===== config.mk =====
export PLATFORM = sky130hd
export DESIGN_NAME = draw_scheduler_flat
export DESIGN_NICKNAME = d
export VERILOG_FILES = /design/src/rtl/draw_pkg.sv /design/src/rtl/draw_scheduler_if.sv /design/src/rtl/rr_arbiter.sv /design/src/rtl/draw_scheduler.sv /design/src/flat_wrapper.sv
export SDC_FILE = /design/constraint.sdc
export NUM_CORES = 1
export LEC_CHECK = 0
export BUFFER_PORTS_ARGS = -buffer_cell sky130_fd_sc_hd__clkbuf_2
export CELL_PAD_IN_SITES_DETAIL_PLACEMENT = 1
export CELL_PAD_IN_SITES_GLOBAL_PLACEMENT = 1
export CORE_MARGIN = 2
export CORE_UTILIZATION = 35
export CTS_BUF_LIST = sky130_fd_sc_hd__clkbuf_8
export DETAILED_ROUTE_END_ITERATION = 8
export PLACE_DENSITY = 0.78
export SLEW_MARGIN = 20
export SYNTH_ARGS = -nofsm -noshare
export SYNTH_HDL_FRONTEND = slang
export SYNTH_SLANG_ARGS = --single-unit
export TNS_END_PERCENT = 1

===== constraint.sdc =====
create_clock -name clock -period 3.1 [get_ports clock]
set_input_delay 0.62 -clock clock [delete_from_list [all_inputs] [get_ports clock]]
set_output_delay 0.62 -clock clock [all_outputs]
set_load 0.05 [all_outputs]

===== src/rtl/draw_pkg.sv =====
// -----------------------------------------------------------------------------
// draw_pkg
// Shared definitions for the sprite draw path: default origin/colour widths,
// the scheduler state encoding, the square size used by the shape FSM, and a
// small index-wrap helper used by the round-robin pointer.
// No ports (package).
// -----------------------------------------------------------------------------
package draw_pkg;

  localparam int X_W_DEF     = 8;
  localparam int Y_W_DEF     = 7;
  localparam int COLOR_W_DEF = 3;

  // Edge length of the square the shape FSM draws, in pixels.
  localparam int SHAPE_SIZE  = 60;

  typedef enum logic [1:0] {
    IDLE      = 2'd0,
    START     = 2'd1,
    WAIT_LOW  = 2'd2,
    WAIT_DONE = 2'd3
  } state_t;

  // Next index after idx, wrapping to 0 at n.
  function automatic int next_idx(input int idx, input int n);
    return (idx + 1 >= n) ? 0 : idx + 1;
  endfunction

endpackage


===== src/rtl/draw_scheduler_if.sv =====
// -----------------------------------------------------------------------------
// draw_scheduler_if
// Bundles the requester side (req / origin / colour / hold / ack) and the
// drawer side (start pulse, done level, latched origin and colour) of the
// draw scheduler.
//   modport slave  : the scheduler (consumes requests, drives the drawer)
//   modport master : game logic + drawer model (issues requests, reports done)
// -----------------------------------------------------------------------------
interface draw_scheduler_if
  import draw_pkg::*;
#(
  parameter int NUM_REQ = 4,
  parameter int X_W     = X_W_DEF,
  parameter int Y_W     = Y_W_DEF,
  parameter int COLOR_W = COLOR_W_DEF
) ();

  logic [NUM_REQ-1:0]         req;
  logic [NUM_REQ*X_W-1:0]     req_x;
  logic [NUM_REQ*Y_W-1:0]     req_y;
  logic [NUM_REQ*COLOR_W-1:0] req_colour;
  logic                       hold;
  logic [NUM_REQ-1:0]         ack;

  logic                       shape_start;
  logic                       shape_done;
  logic [X_W-1:0]             shape_x;
  logic [Y_W-1:0]             shape_y;
  logic [COLOR_W-1:0]         shape_colour;

  modport slave (
    input  req, req_x, req_y, req_colour, hold, shape_done,
    output ack, shape_start, shape_x, shape_y, shape_colour
  );

  modport master (
    output req, req_x, req_y, req_colour, hold, shape_done,
    input  ack, shape_start, shape_x, shape_y, shape_colour
  );

endinterface


===== src/rtl/rr_arbiter.sv =====
// -----------------------------------------------------------------------------
// rr_arbiter
// Combinational round-robin pick: scans req starting at ptr, wrapping modulo
// N, and reports the first set bit.
//   req   in  N        request vector
//   ptr   in  log2(N)  index where the search starts
//   gnt   out N        one-hot winner (0 when nothing requested)
//   idx   out log2(N)  winner index
//   valid out 1        at least one request present
// -----------------------------------------------------------------------------
module rr_arbiter #(
  parameter int N = 4
) (
  input  logic [N-1:0]         req,
  input  logic [$clog2(N)-1:0] ptr,
  output logic [N-1:0]         gnt,
  output logic [$clog2(N)-1:0] idx,
  output logic                 valid
);

  localparam int IW = $clog2(N);

  int            pos;
  logic [IW-1:0] j;

  always_comb begin
    gnt   = '0;
    idx   = '0;
    valid = 1'b0;
    pos   = 0;
    j     = '0;
    for (int k = 0; k < N; k++) begin
      pos = int'(ptr) + k;
      if (pos >= N) pos = pos - N;
      j = IW'(pos);
      if (!valid && req[j]) begin
        valid  = 1'b1;
        idx    = j;
        gnt[j] = 1'b1;
      end
    end
  end

endmodule


===== src/rtl/draw_scheduler.sv =====
// -----------------------------------------------------------------------------
// draw_scheduler
// Shares one square-drawing shape FSM among NUM_REQ sprite requesters.
// A round-robin winner's origin/colour is latched onto the drawer inputs,
// the drawer is started, its done level is tracked through the draw, and the
// requester is acknowledged with a one-cycle pulse when the shape is finished.
// A drawer that never leaves idle after a start raises a sticky err and the
// requester is still acknowledged.
//   clock     in   system clock (rising edge)
//   resetn    in   asynchronous active-low reset
//   bus       slave modport: req/req_x/req_y/req_colour/hold in, ack out;
//             shape_done in, shape_start/shape_x/shape_y/shape_colour out
//   grant_id  out  index of the current/last granted requester
//   busy      out  high whenever not idle
//   err       out  sticky start-timeout flag
// -----------------------------------------------------------------------------
module draw_scheduler
  import draw_pkg::*;
#(
  parameter int NUM_REQ       = 4,
  parameter int X_W           = X_W_DEF,
  parameter int Y_W           = Y_W_DEF,
  parameter int COLOR_W       = COLOR_W_DEF,
  parameter int START_TIMEOUT = 8
) (
  input  logic                       clock,
  input  logic                       resetn,
  draw_scheduler_if.slave            bus,
  output logic [$clog2(NUM_REQ)-1:0] grant_id,
  output logic                       busy,
  output logic                       err
);

  localparam int IW    = $clog2(NUM_REQ);
  localparam int CNT_W = $clog2(START_TIMEOUT + 1);

  state_t             state;
  logic [IW-1:0]      ptr;
  logic [NUM_REQ-1:0] grant_oh;
  logic [CNT_W-1:0]   cnt;

  logic [NUM_REQ-1:0] arb_gnt;
  logic [IW-1:0]      arb_idx;
  logic               arb_valid;
  logic               grant_ok;

  rr_arbiter #(.N(NUM_REQ)) u_arb (
    .req   (bus.req),
    .ptr   (ptr),
    .gnt   (arb_gnt),
    .idx   (arb_idx),
    .valid (arb_valid)
  );

  // No grant in the ack cycle: a requester that has not yet dropped req on
  // its ack is only seen as a fresh request one cycle later.
  assign grant_ok = !bus.hold && bus.shape_done && arb_valid && (bus.ack == '0);

  assign busy = (state != IDLE);

  always_ff @(posedge clock or negedge resetn) begin
    if (!resetn) begin
      state            <= IDLE;
      ptr              <= '0;
      grant_id         <= '0;
      grant_oh         <= '0;
      cnt              <= '0;
      err              <= 1'b0;
      bus.ack          <= '0;
      bus.shape_start  <= 1'b0;
      bus.shape_x      <= '0;
      bus.shape_y      <= '0;
      bus.shape_colour <= '0;
    end else begin
      bus.shape_start <= 1'b0;
      bus.ack         <= '0;
      case (state)
        IDLE: begin
          if (grant_ok) begin
            bus.shape_x      <= bus.req_x[arb_idx*X_W +: X_W];
            bus.shape_y      <= bus.req_y[arb_idx*Y_W +: Y_W];
            bus.shape_colour <= bus.req_colour[arb_idx*COLOR_W +: COLOR_W];
            grant_id         <= arb_idx;
            grant_oh         <= arb_gnt;
            bus.shape_start  <= 1'b1;
            state            <= START;
          end
        end
        START: begin
          cnt   <= '0;
          state <= WAIT_LOW;
        end
        WAIT_LOW: begin
          if (!bus.shape_done) begin
            state <= WAIT_DONE;
          end else if (cnt == CNT_W'(START_TIMEOUT - 1)) begin
            // Drawer never started: flag it but release the requester.
            err     <= 1'b1;
            bus.ack <= grant_oh;
            ptr     <= IW'(next_idx(int'(grant_id), NUM_REQ));
            state   <= IDLE;
          end else begin
            cnt <= cnt + 1'b1;
          end
        end
        WAIT_DONE: begin
          if (bus.shape_done) begin
            bus.ack <= grant_oh;
            ptr     <= IW'(next_idx(int'(grant_id), NUM_REQ));
            state   <= IDLE;
          end
        end
        default: state <= IDLE;
      endcase
    end
  end

endmodule


===== src/flat_wrapper.sv =====
// flat-port wrapper written by rule: the top's interface ports become plain ports
module draw_scheduler_flat import draw_pkg::*;
#(
  parameter int NUM_REQ       = 4,
  parameter int X_W           = X_W_DEF,
  parameter int Y_W           = Y_W_DEF,
  parameter int COLOR_W       = COLOR_W_DEF,
  parameter int START_TIMEOUT = 8
)
  (clock, resetn, grant_id, busy, err, bus_req, bus_req_x, bus_req_y, bus_req_colour, bus_hold, bus_shape_done, bus_ack, bus_shape_start, bus_shape_x, bus_shape_y, bus_shape_colour);
  draw_scheduler_if #(.NUM_REQ(NUM_REQ), .X_W(X_W), .Y_W(Y_W), .COLOR_W(COLOR_W)) bus_i ();
  input  logic clock;
  input  logic resetn;
  output logic [$clog2(NUM_REQ)-1:0] grant_id;
  output logic busy;
  output logic err;
  input wire logic [$bits(bus_i.req)-1:0] bus_req;
  input wire logic [$bits(bus_i.req_x)-1:0] bus_req_x;
  input wire logic [$bits(bus_i.req_y)-1:0] bus_req_y;
  input wire logic [$bits(bus_i.req_colour)-1:0] bus_req_colour;
  input wire logic [$bits(bus_i.hold)-1:0] bus_hold;
  input wire logic [$bits(bus_i.shape_done)-1:0] bus_shape_done;
  output wire logic [$bits(bus_i.ack)-1:0] bus_ack;
  output wire logic [$bits(bus_i.shape_start)-1:0] bus_shape_start;
  output wire logic [$bits(bus_i.shape_x)-1:0] bus_shape_x;
  output wire logic [$bits(bus_i.shape_y)-1:0] bus_shape_y;
  output wire logic [$bits(bus_i.shape_colour)-1:0] bus_shape_colour;
  assign bus_i.req = bus_req;
  assign bus_i.req_x = bus_req_x;
  assign bus_i.req_y = bus_req_y;
  assign bus_i.req_colour = bus_req_colour;
  assign bus_i.hold = bus_hold;
  assign bus_i.shape_done = bus_shape_done;
  assign bus_ack = bus_i.ack;
  assign bus_shape_start = bus_i.shape_start;
  assign bus_shape_x = bus_i.shape_x;
  assign bus_shape_y = bus_i.shape_y;
  assign bus_shape_colour = bus_i.shape_colour;
  draw_scheduler #(.NUM_REQ(NUM_REQ), .X_W(X_W), .Y_W(Y_W), .COLOR_W(COLOR_W), .START_TIMEOUT(START_TIMEOUT)) u_core (.clock(clock), .resetn(resetn), .bus(bus_i), .grant_id(grant_id), .busy(busy), .err(err));
endmodule

* Word level (Yosys, flattened, before mapping)
Index checks and enable logic that the tools add are counted.
** Operators by class
- $add $sub $neg :: 9
- Multiply operators :: 2
- Magnitude comparators :: 13
- Equal/unequal tests :: 10
- Shift operators :: 3
- Mux-type cells :: 51
- Bitwise operators :: 3
- Reductions and logical operators :: 24
** Operators by type and width (count)
- $mux 4 :: 9
- $mux 2 :: 16
- $shiftx 32x6->8 :: 1
- $shiftx 28x6->7 :: 1
- $pmux 4 s2 :: 2
- $mux 1 :: 14
- $ge 3x3->1 const B :: 4
- $lt 2x3->1 const B :: 4
- $or 4x4->4 :: 3
- $shiftx 12x5->3 :: 1
- $logic_and 1x1->1 :: 10
- $reduce_and 3->1 :: 3
- $bmux 1 s2 :: 4
- $demux 1 s2 :: 4
- $ge 2x1->1 const B :: 4
- $pmux 2 s4 :: 1
- $sub 2x1->2 const B :: 4
- $add 2x1->3 const B :: 2
- $add 2x2->3 const B :: 2
- $ne 2x2->1 const B :: 3
- $reduce_bool 2->1 :: 3
- $mul 2x3->5 const B :: 1
- $add 4x1->4 const B :: 1
- $eq 2x2->1 const B :: 2
- other kinds (12) :: 16
** Word-level totals
- Register bits after elaboration :: 38
- Input port bits :: 80
- Output and inout bits :: 27

* Depth between registers and ports, before layout
- Word-level depth :: 18
- Mapped depth :: 14
- Depth with buffers taken out :: 8

* Modules after synthesis
From an unflattened synthesis, not the netlist that was laid out.
** Unflattened totals
- Cell total of the unflattened synthesis :: 175
- Area, all modules :: 2488.6 um^2
** Modules (own cells, without submodules)
- draw_scheduler :: times used 1, cells an instance 130, area each 2069.5 um^2
- rr_arbiter :: times used 1, cells an instance 45, area each 419.2 um^2

* Least setup slack after synthesis
No wires, ideal clock.
- Kind :: register -> register
- From :: reg u_core.ptr[0]
- To :: reg u_core.bus.shape_x[1]
- Library setup time :: 0.126 ns
- Data arrival time :: 3.239 ns
- Slack :: -0.265 ns
- Cell stages (with the launch flop) :: 13
- Period minus slack after synthesis :: 3.365 ns
- Cell sequence :: dfrtp_1 > buf_6 > inv_1 > buf_2 > buf_1 > ha_1 > buf_2 > mux4_2 > nor2b_2 > o21ai_1 > nand2_2 > mux2_1 > a221o_1
** On the way
- Cells in the longest elaborated chain, start to end :: 17
- Elaborated cells on any way between the ends :: 41
- Those cells by class :: add/sub: 7; order compare: 4; shift: 1; mux: 20; reduce/logical: 9
** Ends and longest elaborated chain
- start: declaration :: RTL line draw_scheduler.sv:38 : logic [IW-1:0] ptr;
- start signal: assignment :: RTL line draw_scheduler.sv:100 : ptr <= IW'(next_idx(int'(grant_id), NUM_REQ));
- start signal: assignment :: RTL line draw_scheduler.sv:109 : ptr <= IW'(next_idx(int'(grant_id), NUM_REQ));
- parallel branches: the longest is 17 deep, another holds $add 2x1->3
- end signal: assignment :: RTL line draw_scheduler.sv:80 : bus.shape_x <= bus.req_x[arb_idx*X_W +: X_W];
- end: declaration :: RTL line draw_scheduler_if.sv:33 : output ack, shape_start, shape_x, shape_y, shape_colour
Parallel ways; which one is timed is not known. The select of a mux whose other input is x is not followed.
A chain may end at the register's enable or synchronous reset.

* Worst setup path after layout
Ends and elaborated chain as after synthesis.

==> key figures <==
Outcome
  • Status: complete, no violations

Floorplan
  • Die Width: 100.2 um
  • Die area: 10050 um2
  • Initial Utilization: 0.3558
  • Die span in y: 100.2 um
  • Site Rows: 35
  • I/O pin total: 107
  • Core box area: 9109 um2

Timing
  • Worst Skew: 7.818 ps
  • Final Hold Viols: 0
  • Period utilization: 0.9149
  • Tightest Pin Transition: 929.0 ps
  • Final sum of negative setup slack: 0 ps
  • Minimum clock period: 2836 ps
  • Final Max Tran Viols: 0
  • Final setup fails: 0
  • Max Freq: 352.6 MHz
  • Slew HR: 0.3807
  • RSZ-0062 raised after global routing: false
  • Setup ws final: 263.9 ps

Synth
  • Register area share after synthesis: 0.2934
  • Flops & latches, synth: 38
  • Netlist cell types: 57
  • Synth Instances: 376
  • Synth area leaders: dfrtp_1 (29%), nand3_1 (8.3%), a21oi_1 (4.6%)
  • Syn Area/Cell: 8.619 um2
  • Most frequent cell after synthesis: nand3_1
  • Leading area contributor after synthesis: dfrtp_1
  • Post-synth EDFFs: 0
  • Syn. warnings: 0
  • Netlist Area Pre-Place: 3241 um2
  • Main synth FF type: dfrtp_1
  • Top-area cell type share of the netlist area: 0.2934
  • Post-synth top cells: nand3_1 (54), dfrtp_1 (38), a21oi_1 (30)
  • Synth async-reset ratio: 1.000
  • Synthesized net count: 466

Clocking
  • H-tree depth: 2
  • CTS Sinks: 38
  • CTS Hold Bufs: 0
  • Total CTS buffers: 5
  • Worst-path clk slew: 80 ps
  • Clk Latency, worst-skew pair: 280 ps
  • CTS tree: done
  • Clock Path Buffers: 2
  • Post-cts sizing count: 0
  • Root Buffer: clkbuf_8
  • Post-CTS setup buffers: 0

Placement
  • RD Place Congestion: 0.7953
  • Post-DP Area: 3836 um2
  • Post-DP HPWL: 8349 um
  • Port bufs: 106
  • Setup WS pre-CTS: 204.8 ps

Final layout
  • N_diodes: 0
  • Fraction of final layout cells with drive strength greater than 1: 0.3340
  • Area growth, synth to finish: 21.31%
  • Cell area after layout: 3931 um2
  • Final net count: 562

Pwr
  • P_leak: 1.752 nW
  • Tot Pwr: 4.420 mW
  • Power Density: 1124 nW/um2
  • Worst vdd ir: 0.0004450 V

Setup path
  • Crit path kind: flip-flop to flip-flop
  • Req. time, crit path: 3260 ps
  • Crit end category: flip-flop
  • R2R setup slack: 260 ps
  • Max FO, Critical Path: 11
  • CP arrival: 3000 ps
  • Worst Setup Start Kind: flip-flop

Drt
  • Vias per cell: 5.932
  • Via count: 3464
  • Routed WL per cell: 19.14 um
  • Initial DRC Count: 178
  • Metal2 WL: 5581 um
  • Met3 WL post-DR: 627 um
  • DR pass1 iterations: 4
  • Routed length on met1: 4858 um
  • Top Layer Used: met4
  • DRT antenna net count: 0
  • DRC: 0
  • Wirelength, routed: 11180 um

Global routing
  • GRT overflow: 0
  • GRT Total Usage: 0.2187
  • Pin count of the biggest net entering global routing: 39
  • Vias in the first global route: 3597
  • First-pass GRT wire length: 17820 um
  • Initial antenna violation count: 0

Job
  • Max-Cap Viols: 0

Min path
  • Hold Crit Class: input port to async pin
[cell type report]
cell class              instances  area (um2)
fillers                      1134        5177
clock inverters                 2       12.51
flip-flops and latches         38       952.2
multi-input cells             298        2064
clock buffers                   6       82.58
repair buffers                123       658.1
well taps                     111       138.9
inverters                       6       22.52
[flip-flops by register name, indices dropped and copies added (netlist names), 3 cells and up]
register,cells
u_core.bus.shape_x,8
u_core.bus.shape_y,7
u_core.bus.ack,4
u_core.cnt,4
u_core.grant_oh,4
u_core.bus.shape_colour,3
[placed cells by master (no fill, tap or decap), drive strengths merged, types with 4 or more instances in the layout]
| cell type | Yosys | routed |
|---|---|---|
| buf | 21 | 18 |
| a31oi | 8 | 8 |
| nor2b | 6 | 6 |
| nor2 | 15 | 15 |
| o221ai | 7 | 7 |
| mux2 | 12 | 12 |
| clkbuf | 13 | 111 |
| a221oi | 4 | 4 |
| mux4 | 4 | 4 |
| and2 | 12 | 12 |
| o21ai | 32 | 32 |
| or4 | 8 | 8 |
| ha | 10 | 10 |
| nand3 | 54 | 54 |
| a21o | 4 | 4 |
| dfrtp | 38 | 38 |
| or3 | 4 | 4 |
| mux2i | 8 | 8 |
| a221o | 10 | 10 |
| a22oi | 5 | 5 |
| inv | 6 | 6 |
| o221a | 8 | 8 |
| nand2 | 21 | 21 |
| a21oi | 31 | 31 |
| a211oi | 10 | 10 |
[where the power goes]
group          leakage [nW]  internal, mW  switching, mW
combinational          1.23          1.11           2.10
clock                0.0472         0.179          0.187
sequential            0.476         0.696          0.144
[kinds of logic (layout without fill, tap and decap cells)]
logic type	Yosys count	count (layout)	share of synthesized area
mux	24	24	0.09421
simple gates	135	135	0.2259
fa+ha+maj	10	10	0.03861
compound gates	128	128	0.2757
flops	38	38	0.2934
buf+inv	40	137	0.06950
xor+xnor	1	1	0.002703
[per-stage QoR]
step | util | hold WS, ps | std cells
2_1_floorplan | - | 324.4 | 376
4_1_cts | 0.4316 | 482.9 | 584
6_report | 0.4316 | 467.6 | 584
3_5_place_dp | 0.4212 | 464.4 | 576
5_1_grt | 0.4316 | 496.9 | 584
3_3_place_gp | 0.4212 | 442.5 | 576
[worst max-delay path, stage by stage, from the launching register on]
cell and delay (ps):
dfrtp_2 380, inv_1 60, ha_1 490, mux4_2 430, nor2b_2 320, o21ai_4 80
nand2_2 270, mux2_1 370, a221o_1 320
[worst paths after layout]
path,startpoint,to,depth (start not counted)
worst max-delay path,u_core.ptr[0]$_DFFE_PN0P_,u_core.bus.shape_x[1]$_DFFE_PN0P_,8
worst min-delay path,resetn,u_core.bus.shape_x[5]$_DFFE_PN0P_,1
max in group asynchronous,resetn,u_core.ptr[0]$_DFFE_PN0P_,1
worst min register to register,u_core.err$_DFFE_PN0P_,u_core.err$_DFFE_PN0P_,1
min in group clock,u_core.err$_DFFE_PN0P_,u_core.err$_DFFE_PN0P_,1
worst max register to register,u_core.ptr[0]$_DFFE_PN0P_,u_core.bus.shape_x[1]$_DFFE_PN0P_,8
[routing by layer]
metal  vias to the layer above  global-route usage
li1                       1634                   -
met1                      1705              0.2797
met2                       117              0.3913
met3                         8             0.02994
met4                         0             0.04847
met5                         -                   0
No activity file was read; power rests on OpenSTA's default activity.
